--- src/rtl/timer_pkg.sv ---
// Shared definitions for the timer arbiter: FSM encoding and prescaler sizing.
package timer_pkg;

  typedef enum logic [1:0] {
    ST_IDLE = 2'd0,
    ST_RUN  = 2'd1,
    ST_DONE = 2'd2
  } state_e;

  localparam int DEF_CLK_DIV = 50000000;

  // Counter width needed to hold 0..div-1 (div >= 2).
  function automatic int pre_width(input int div);
    return $clog2(div);
  endfunction

  localparam int PRE_W_DEF = pre_width(DEF_CLK_DIV);

endpackage

--- src/rtl/tick_prescaler.sv ---
// Free-running divider that emits a registered one-cycle tick every CLK_DIV enabled cycles.
module tick_prescaler
  import timer_pkg::*;
#(
  parameter int CLK_DIV = DEF_CLK_DIV
) (
  input  logic clk,
  input  logic reset,
  input  logic enable,
  input  logic clear,
  output logic tick
);

  localparam int W = pre_width(CLK_DIV);
  localparam logic [W-1:0] CNT_MAX = W'(CLK_DIV - 1);

  logic [W-1:0] cnt_q, cnt_d;
  logic         tick_q, tick_d;

  always_comb begin
    cnt_d  = cnt_q;
    tick_d = 1'b0;
    if (clear) begin
      cnt_d = '0;
    end else if (enable) begin
      tick_d = (cnt_q == CNT_MAX);
      cnt_d  = (cnt_q == CNT_MAX) ? '0 : cnt_q + 1'b1;
    end
  end

  always_ff @(posedge clk or negedge reset) begin
    if (!reset) begin
      cnt_q  <= '0;
      tick_q <= 1'b0;
    end else begin
      cnt_q  <= cnt_d;
      tick_q <= tick_d;
    end
  end

  assign tick = tick_q;

endmodule

--- src/rtl/timer_arbiter.sv ---
// Round-robin arbiter sharing one interval timer among N_REQ requesters.
module timer_arbiter
  import timer_pkg::*;
#(
  parameter int N_REQ   = 4,
  parameter int CNT_W   = 8,
  parameter int CLK_DIV = DEF_CLK_DIV
) (
  input  logic                   clk,
  input  logic                   reset,
  input  logic [N_REQ-1:0]       req,
  input  logic [N_REQ*CNT_W-1:0] load_val,
  output logic [N_REQ-1:0]       grant,
  output logic [N_REQ-1:0]       done,
  output logic                   busy,
  output logic [CNT_W-1:0]       remaining,
  output logic                   tick
);

  localparam int IDX_W = $clog2(N_REQ);
  localparam logic [IDX_W-1:0] LAST_RST = IDX_W'(N_REQ - 1);

  state_e             state_q, state_d;
  logic [N_REQ-1:0]   grant_q, grant_d;
  logic [N_REQ-1:0]   done_q, done_d;
  logic               busy_q;
  logic [CNT_W-1:0]   rem_q, rem_d;
  logic [IDX_W-1:0]   owner_q, owner_d;
  logic [IDX_W-1:0]   last_q, last_d;
  logic [IDX_W-1:0]   win;
  logic               pre_en, pre_clr, pre_tick;

  // Search starts just after the last served index, so a requester that keeps
  // req high goes to the back of the line.
  always_comb begin
    win = '0;
    for (int k = N_REQ; k >= 1; k--) begin
      if (req[(int'(last_q) + k) % N_REQ]) win = IDX_W'((int'(last_q) + k) % N_REQ);
    end
  end

  always_comb begin
    state_d = state_q;
    grant_d = grant_q;
    done_d  = '0;
    rem_d   = rem_q;
    owner_d = owner_q;
    last_d  = last_q;
    case (state_q)
      ST_IDLE: begin
        if (|req) begin
          state_d      = ST_RUN;
          grant_d      = '0;
          grant_d[win] = 1'b1;
          owner_d      = win;
          rem_d        = load_val[int'(win)*CNT_W +: CNT_W];
        end
      end
      ST_RUN: begin
        // Abort is checked first so it beats a coincident tick.
        if (!req[owner_q]) begin
          state_d = ST_IDLE;
          grant_d = '0;
          rem_d   = '0;
          last_d  = owner_q;
        end else if (rem_q == '0) begin
          state_d = ST_DONE;
          done_d  = grant_q;
        end else if (pre_tick) begin
          rem_d = rem_q - 1'b1;
          if (rem_q == CNT_W'(1)) begin
            state_d = ST_DONE;
            done_d  = grant_q;
          end
        end
      end
      ST_DONE: begin
        state_d = ST_IDLE;
        grant_d = '0;
        rem_d   = '0;
        last_d  = owner_q;
      end
      default: begin
        state_d = ST_IDLE;
        grant_d = '0;
        rem_d   = '0;
      end
    endcase
  end

  // Prescaler only counts while staying in RUN; any entry or exit restarts it.
  assign pre_en  = (state_q == ST_RUN);
  assign pre_clr = (state_q != ST_RUN) || (state_d != ST_RUN);

  always_ff @(posedge clk or negedge reset) begin
    if (!reset) begin
      state_q <= ST_IDLE;
      grant_q <= '0;
      done_q  <= '0;
      busy_q  <= 1'b0;
      rem_q   <= '0;
      owner_q <= '0;
      last_q  <= LAST_RST;
    end else begin
      state_q <= state_d;
      grant_q <= grant_d;
      done_q  <= done_d;
      busy_q  <= (state_d != ST_IDLE);
      rem_q   <= rem_d;
      owner_q <= owner_d;
      last_q  <= last_d;
    end
  end

  tick_prescaler #(
    .CLK_DIV (CLK_DIV)
  ) u_pre (
    .clk    (clk),
    .reset  (reset),
    .enable (pre_en),
    .clear  (pre_clr),
    .tick   (pre_tick)
  );

  assign grant     = grant_q;
  assign done      = done_q;
  assign busy      = busy_q;
  assign remaining = rem_q;
  assign tick      = pre_tick;

endmodule

--- config.mk ---
export PLATFORM = sky130hd
export DESIGN_NAME = timer_arbiter
export DESIGN_NICKNAME = d
export VERILOG_FILES = /design/src/rtl/timer_pkg.sv /design/src/rtl/tick_prescaler.sv /design/src/rtl/timer_arbiter.sv
export SDC_FILE = /design/constraint.sdc
export NUM_CORES = 1
export LEC_CHECK = 0
export CORE_ASPECT_RATIO = 0.9
export CORE_MARGIN = 2
export CORE_UTILIZATION = 52
export CTS_CLUSTER_DIAMETER = 100
export CTS_CLUSTER_SIZE = 8
export DETAILED_ROUTE_END_ITERATION = 10
export HOLD_SLACK_MARGIN = 0.06
export PLACE_DENSITY = 0.8
export SLEW_MARGIN = 20
export SYNTH_ARGS = -nofsm -noshare
export SYNTH_HDL_FRONTEND = slang
export SYNTH_HIERARCHICAL = 1
export SYNTH_SLANG_ARGS = --single-unit
--- constraint.sdc ---
create_clock -name clk -period 3.3 [get_ports clk]
set_input_delay 0.66 -clock clk [delete_from_list [all_inputs] [get_ports clk]]
set_output_delay 0.66 -clock clk [all_outputs]
set_load 0.1 [all_outputs]
==> results by group <==
Floorplan
  – Core ar.: 5600 µm²
  – Rows: 26
  – IO Count: 56
  – Die W: 83.6 µm
  – Die height: 75.6 µm
  – Initial core utilization: 53.0%
  – Die area: 6320 µm²

Flow run
  – Max-cap violations: 0

Cells and area
  – Fin area: 3690 µm²
  – Final #Nets: 419
  – Antenna cells: 0
  – Final Util: 65.9%
  – Share of cells above drive strength 1: 13.8%
  – Synthesis-to-finish area growth: 24.3%

Synth
  – Synth async-reset ratio: 100%
  – Seq/Total Area, Yosys: 42.3%
  – Cell Area, Synth: 2970 µm²
  – Cell variety after synth: 53
  – Ys Warns: 6
  – Synthesized area per cell: 9.41 µm²
  – Post-synth EDFFs: 0
  – Net Count, Synth: 357
  – Register bit count reported by yosys: 50
  – Ys flop type: dfrtp_1
  – Post-synthesis instance total: 315

Place
  – Port bufs: 55
  – Setup WS pre-CTS: 0.0544 ns
  – Dpl cell area: 3580 µm²
  – Hpwl dp: 5030 µm
  – Placer Congestion: 0.900

Clock tree
  – Num CTS Buffers: 5
  – Post-CTS resize count: 0
  – H-tree depth: 2
  – CTS sink cnt: 50
  – Clk_lat worst skew: 0.30 ns
  – CTS clock-pin slew for the worst setup and hold paths: 0.09 ns
  – Hold_buf cts: 0
  – CTS tree: yes
  – Setup repair bufs after CTS: 0
  – CTS max path bufs: 2
  – Clk root buf: clkbuf_8

Drt
  – DRT iter0 DRCs: 199
  – WL met2: 3220 µm
  – Vias per Instance: 5.83
  – Drt pass-1 iters: 7
  – Wire per inst: 15.1 µm
  – Via count: 2613
  – Post-route ant nets: 0
  – DRT Wirelength: 6780 µm
  – Routed length on met1: 3180 µm
  – DRC Markers: 0
  – Met3 WL: 344 µm
  – Top sig layer: met4

Global route
  – Vias in the first global route: 2395
  – Total gr overflow: 0
  – Largest net degree at the start of global routing: 51
  – Initial antenna violation count: 0
  – First-pass GRT wire length: 11200 µm
  – GRT Resource Usage Total: 21.7%

Power
  – Worst VDD drop: 0.817 mV
  – Leakage: 0.00152 µW
  – PwrDens: 815 nW/µm²

STA
  – Final TNS setup: 0 ns
  – Unrepaired setup endpoints after global routing: false
  – Max-slew violations: 0
  – Period utilization: 89.7%
  – Minimum clock period: 2.96 ns
  – Max frequency: 0.338 GHz
  – Worst rel slew slack: 58.0%
  – Actual slew at the worst max-slew pin: 0.630 ns
  – Fin worst setup slack: 0.339 ns
  – Skew final: 0.00761 ns
  – Final setup viols: 0
  – Fin. Hold Viols: 0
  – Final hold slack: 0.450 ns

Worst setup path
  – Startpoint types: input pin
  – Crit Path Class: input pin to register
  – Crit end category: register
  – CP Max Fanout: 4
  – Worst path required time: 3.52 ns
  – FF-to-FF Start: remaining[3]
  – CP arrival: 3.18 ns
  – Setup crit start: req[3]

Min path
  – Hold Path Class: input pin to async pin

Run status
  – Status: complete, no violations
[cell usage after synthesis, types with 2 or more instances]
| master | count | area share, % |
|---|---|---|
| dfrtp_1 | 48 | 41 |
| nand2_1 | 28 | 3.5 |
| nor2_1 | 25 | 3.2 |
| a21oi_1 | 21 | 3.5 |
| mux2i_1 | 17 | 5.7 |
| or3_1 | 15 | 3.2 |
| o21ai_0 | 14 | 2.4 |
| inv_1 | 13 | 1.6 |
| or4_1 | 12 | 3.0 |
| xnor2_1 | 11 | 3.2 |
| nand4_1 | 10 | 2.1 |
| o22ai_1 | 8 | 1.7 |
| nand3_1 | 6 | 1.0 |
| nor3_1 | 6 | 1.0 |
| o31a_1 | 6 | 1.8 |
| buf_2 | 5 | 0.84 |
| clkbuf_1 | 5 | 0.63 |
| and2_1 | 4 | 0.84 |
| ha_1 | 4 | 1.7 |
| nand2b_1 | 4 | 0.84 |
| nor4b_1 | 4 | 1.2 |
| o31ai_1 | 4 | 1.0 |
| xor2_1 | 4 | 1.2 |
| nor4_1 | 3 | 0.63 |
| and3_1 | 2 | 0.42 |
| and4_1 | 2 | 0.59 |
| buf_4 | 2 | 0.51 |
| buf_6 | 2 | 0.76 |
| dfstp_2 | 2 | 1.8 |
| mux2_2 | 2 | 0.76 |
| nand3b_1 | 2 | 0.51 |
| nor2b_1 | 2 | 0.42 |
| o211ai_1 | 2 | 0.51 |
[worst max-delay path, cell delays in order]
cell and delay (ns):
clkdlybuf4s50_1 0.42, mux4_2 0.52, nand3_1 0.16, o211ai_1 0.18, or4_1 0.57, or4_1 0.49
a21oi_1 0.17
[metrics by stage]
stage | total power, µW | instances
5_1_grt | 3170 | 448
3_5_place_dp | 2590 | 440
4_1_cts | 3020 | 448
6_report | 3010 | 448
3_3_place_gp | 2550 | 440
2_1_floorplan | 2210 | 315
[worst paths after layout]
kind,cells past startpoint,slack (ns),endpoint
worst min-delay path,2,0.45,u_pre/cnt_q[13]
worst max-delay path,7,0.34,u_pre/cnt_q[25]
min in group clk,2,0.51,grant[2]
worst max register to register,8,0.45,u_pre/cnt_q[25]
worst min register to register,2,0.51,grant[2]
max in group asynchronous,2,2.43,busy
[layout by cell type (no fill, tap or decap), drive strengths merged, types with 4 or more instances in the layout]
cell type | netlist | final
nor4 | 4 | 4
clkbuf | 5 | 6
xnor2 | 11 | 11
o31a | 6 | 6
xor2 | 4 | 4
ha | 4 | 4
or3 | 15 | 15
nand3 | 6 | 6
inv | 13 | 13
nor2 | 25 | 25
clkdlybuf4s50 | 0 | 36
nor3 | 6 | 6
or4 | 12 | 12
dfrtp | 48 | 48
nand2b | 4 | 4
o22ai | 9 | 9
nand2 | 28 | 28
o21ai | 16 | 16
a21oi | 21 | 21
buf | 9 | 33
o31ai | 4 | 4
and2 | 4 | 4
nor4b | 4 | 4
nand4 | 10 | 10
mux2i | 17 | 17
[state kept, by name, indices dropped and copies added, names as in the netlist]
register / flops
done: 4
last_q: 2
busy: 1
remaining: 8
state_q: 2
u_pre/cnt_q: 26
grant: 4
u_pre/tick: 1
owner_q: 2
[logic make-up after synthesis]
| family | synth area share [%] |
|---|---|
| XOR/XNOR | 4.43 |
| adder cells (fa/ha/maj) | 1.69 |
| flip-flops | 42.3 |
| multiplexers | 7.26 |
| buffers and inverters | 4.39 |
| AO/OA/AOI/OAI | 16.5 |
| AND/OR/NAND/NOR | 23.5 |
[area by class of cell]
type	count	area (µm²)
timing repair buffer	69	606
tap	70	87.6
sequential	50	1250
clock inverter	2	37.5
clock buffer	6	72.6
multi-input combinational	238	1580
inverter	13	48.8
fill	461	1910
[power breakdown]
part	internal, µW	switching, µW	leakage [µW]
Sequential	742	134	0.000665
Clock	226	205	0.0000514
Combinational	562	1140	0.000805
Total	1530	1480	0.00152
[routing by layer]
metal / GRT usage, % / vias up
met2: 36.1 / 68
li1: - / 1280
met1: 30.1 / 1260
met4: 5.38 / 0
met3: 4.12 / 5
met5: 0 / -
(Power assumes the default switching activity.)
==> edit (same settings) <==
Re-encode `state_e` (3 states) as one-hot, 3 bits wide.
--- a/src/rtl/timer_pkg.sv
+++ b/src/rtl/timer_pkg.sv
@@ -3,6 +3,6 @@
 
-  typedef enum logic [1:0] {
-    ST_IDLE = 2'd0,
-    ST_RUN  = 2'd1,
-    ST_DONE = 2'd2
+  typedef enum logic [2:0] {
+    ST_IDLE = 3'b001,
+    ST_RUN  = 3'b010,
+    ST_DONE = 3'b100
   } state_e;
Behaviour: same outputs for any inputs over 4 cycles, from zero or initial values and one cycle with reset low; so few cycles prove little.
==> edit against the unedited design <==
Area after synthesis increased by 1.3%; sequential share of layout area about the same; total power decreased by 14%; cell count increased by 0.67%; sequential cell count increased by 1; setup slack got worse by 0.12 ns; critical path depth increased by 1; sequential power decreased by 3.7%; cell area increased by 2.1%; synthesized cell count decreased by 0.32%; wire length increased by 6.1%; core utilization increased by 1.0 points; largest cell class unchanged.
==> edit: results (changes against the unedited design) <==
VDD IR-drop max=0.657 mV (was 0.817 mV); dpl hpwl=5510 um (was 5030 um); Gate Count Post-Synth=314 (was 315); Layout fillers=447 (was 461); post-synth cell types=56 (was 53); routing usage on met2=0.356 (was 0.361); setup TNS=0 ns (unchanged); Iteration-0 DRC Markers=178 (was 199); met3 usage=0.0412 (unchanged); Tot GR Track Use=0.234 (was 0.217); status=finished clean (unchanged); DR pass1 iterations=4 (was 7); met1 GRT Util=0.350 (was 0.301); vias in the first global route=2,631 (was 2,395); skew final=0.0107 ns (was 0.00761 ns); Post-synth top cells=dfrtp_1, nor2_1, mux2i_1 (was dfrtp_1, nand2_1, nor2_1); post-synth net total=356 (was 357); pre-CTS setup slack=-0.0751 ns (was 0.0544 ns); share of cells above drive strength 1=0.155 (was 0.138); via count=2,695 (was 2,613); placed cell area=0.00367 sq mm (was 0.00358 sq mm); P per Cell Area=684 mW/mm^2 (was 815 mW/mm^2); synth top area cells=dfrtp_1, mux2i_1, a21oi_1, nor2_1, or4_1 (was dfrtp_1, mux2i_1, a21oi_1, nand2_1, xnor2_1); routed wire length=7190 um (was 6780 um); CP arrival=3.31 ns (was 3.18 ns); Leakage=1.57 nW (was 1.52 nW); largest net degree at the start of global routing=26 (was 51); global-route wire length before repair=12,400 um (was 11,200 um); actual slew at the worst max-slew pin=0.748 ns (was 0.630 ns); Final Wtd Congestion=0.993 (was 0.900); sequential area share after synthesis=0.426 (was 0.423); Cell Count Post-Placement=443 (was 440); vias per inst=5.98 (was 5.83); reg-to-reg startpoint=owner_q[1]$_DFFE_PN0P_ (was remaining[3]$_DFFE_PN0P_)
edit: layout make-up:
| type | instances | area share |
|---|---|---|
| Clock buffer | 5 | 0.0183 |
| Inverter | 12 | 0.0120 |
| Timing Repair Buffer | 73 | 0.172 |
| Multi-Input combinational cell | 237 | 0.428 |
| Tap cell | 70 | 0.0233 |
| Clock inverter | 3 | 0.00631 |
| Sequential cell | 51 | 0.340 |
edit: worst reg2reg max path, stage by stage, from the launching register on:
cell and delay [ns]:
dfrtp_1 0.43, mux4_2 0.55, and2_1 0.20, nand2_1 0.12
o211ai_1 0.19, or4_1 0.57, or4_1 0.49, a21oi_1 0.16
edit: cells by family after synthesis:
kind of cell | count (synthesis) | synth area share
AOI/OAI and AO/OA | 66 | 0.147
xor gates and xnor gates | 9 | 0.0262
adders and majority gates | 4 | 0.0167
buffers and inverters | 26 | 0.0400
DFF | 51 | 0.426
muxes | 27 | 0.0950
and+or+nand+nor | 131 | 0.249
edit: routing by layer:
layer  routed length (um)  vias to the layer above
met5                    0                        -
met2                 3340                       78
met1                 3420                     1303
li1                     -                     1306
met3                  355                        8
met4                   81                        0
edit: report_power, final:
part	internal [W]	total (W)	switching (W)
combinational	0.000458	0.00136	0.000901
sequential	0.000738	0.000843	0.000105
clock	0.000152	0.000374	0.000222
edit: path summary, 6_finish.rpt:
check / slack (ns) / to / cells after the start
max: 0.22 / u_pre/cnt_q[25]$_DFFE_PN0P_ / 8
min: 0.33 / busy$_DFF_PN0_ / 1
max reg2reg: 0.52 / u_pre/cnt_q[25]$_DFFE_PN0P_ / 7
min reg2reg: 0.51 / grant[1]$_DFFE_PN0P_ / 2
max in group asynchronous: 2.37 / u_pre/cnt_q[25]$_DFFE_PN0P_ / 2
min in group clk: 0.51 / grant[1]$_DFFE_PN0P_ / 2
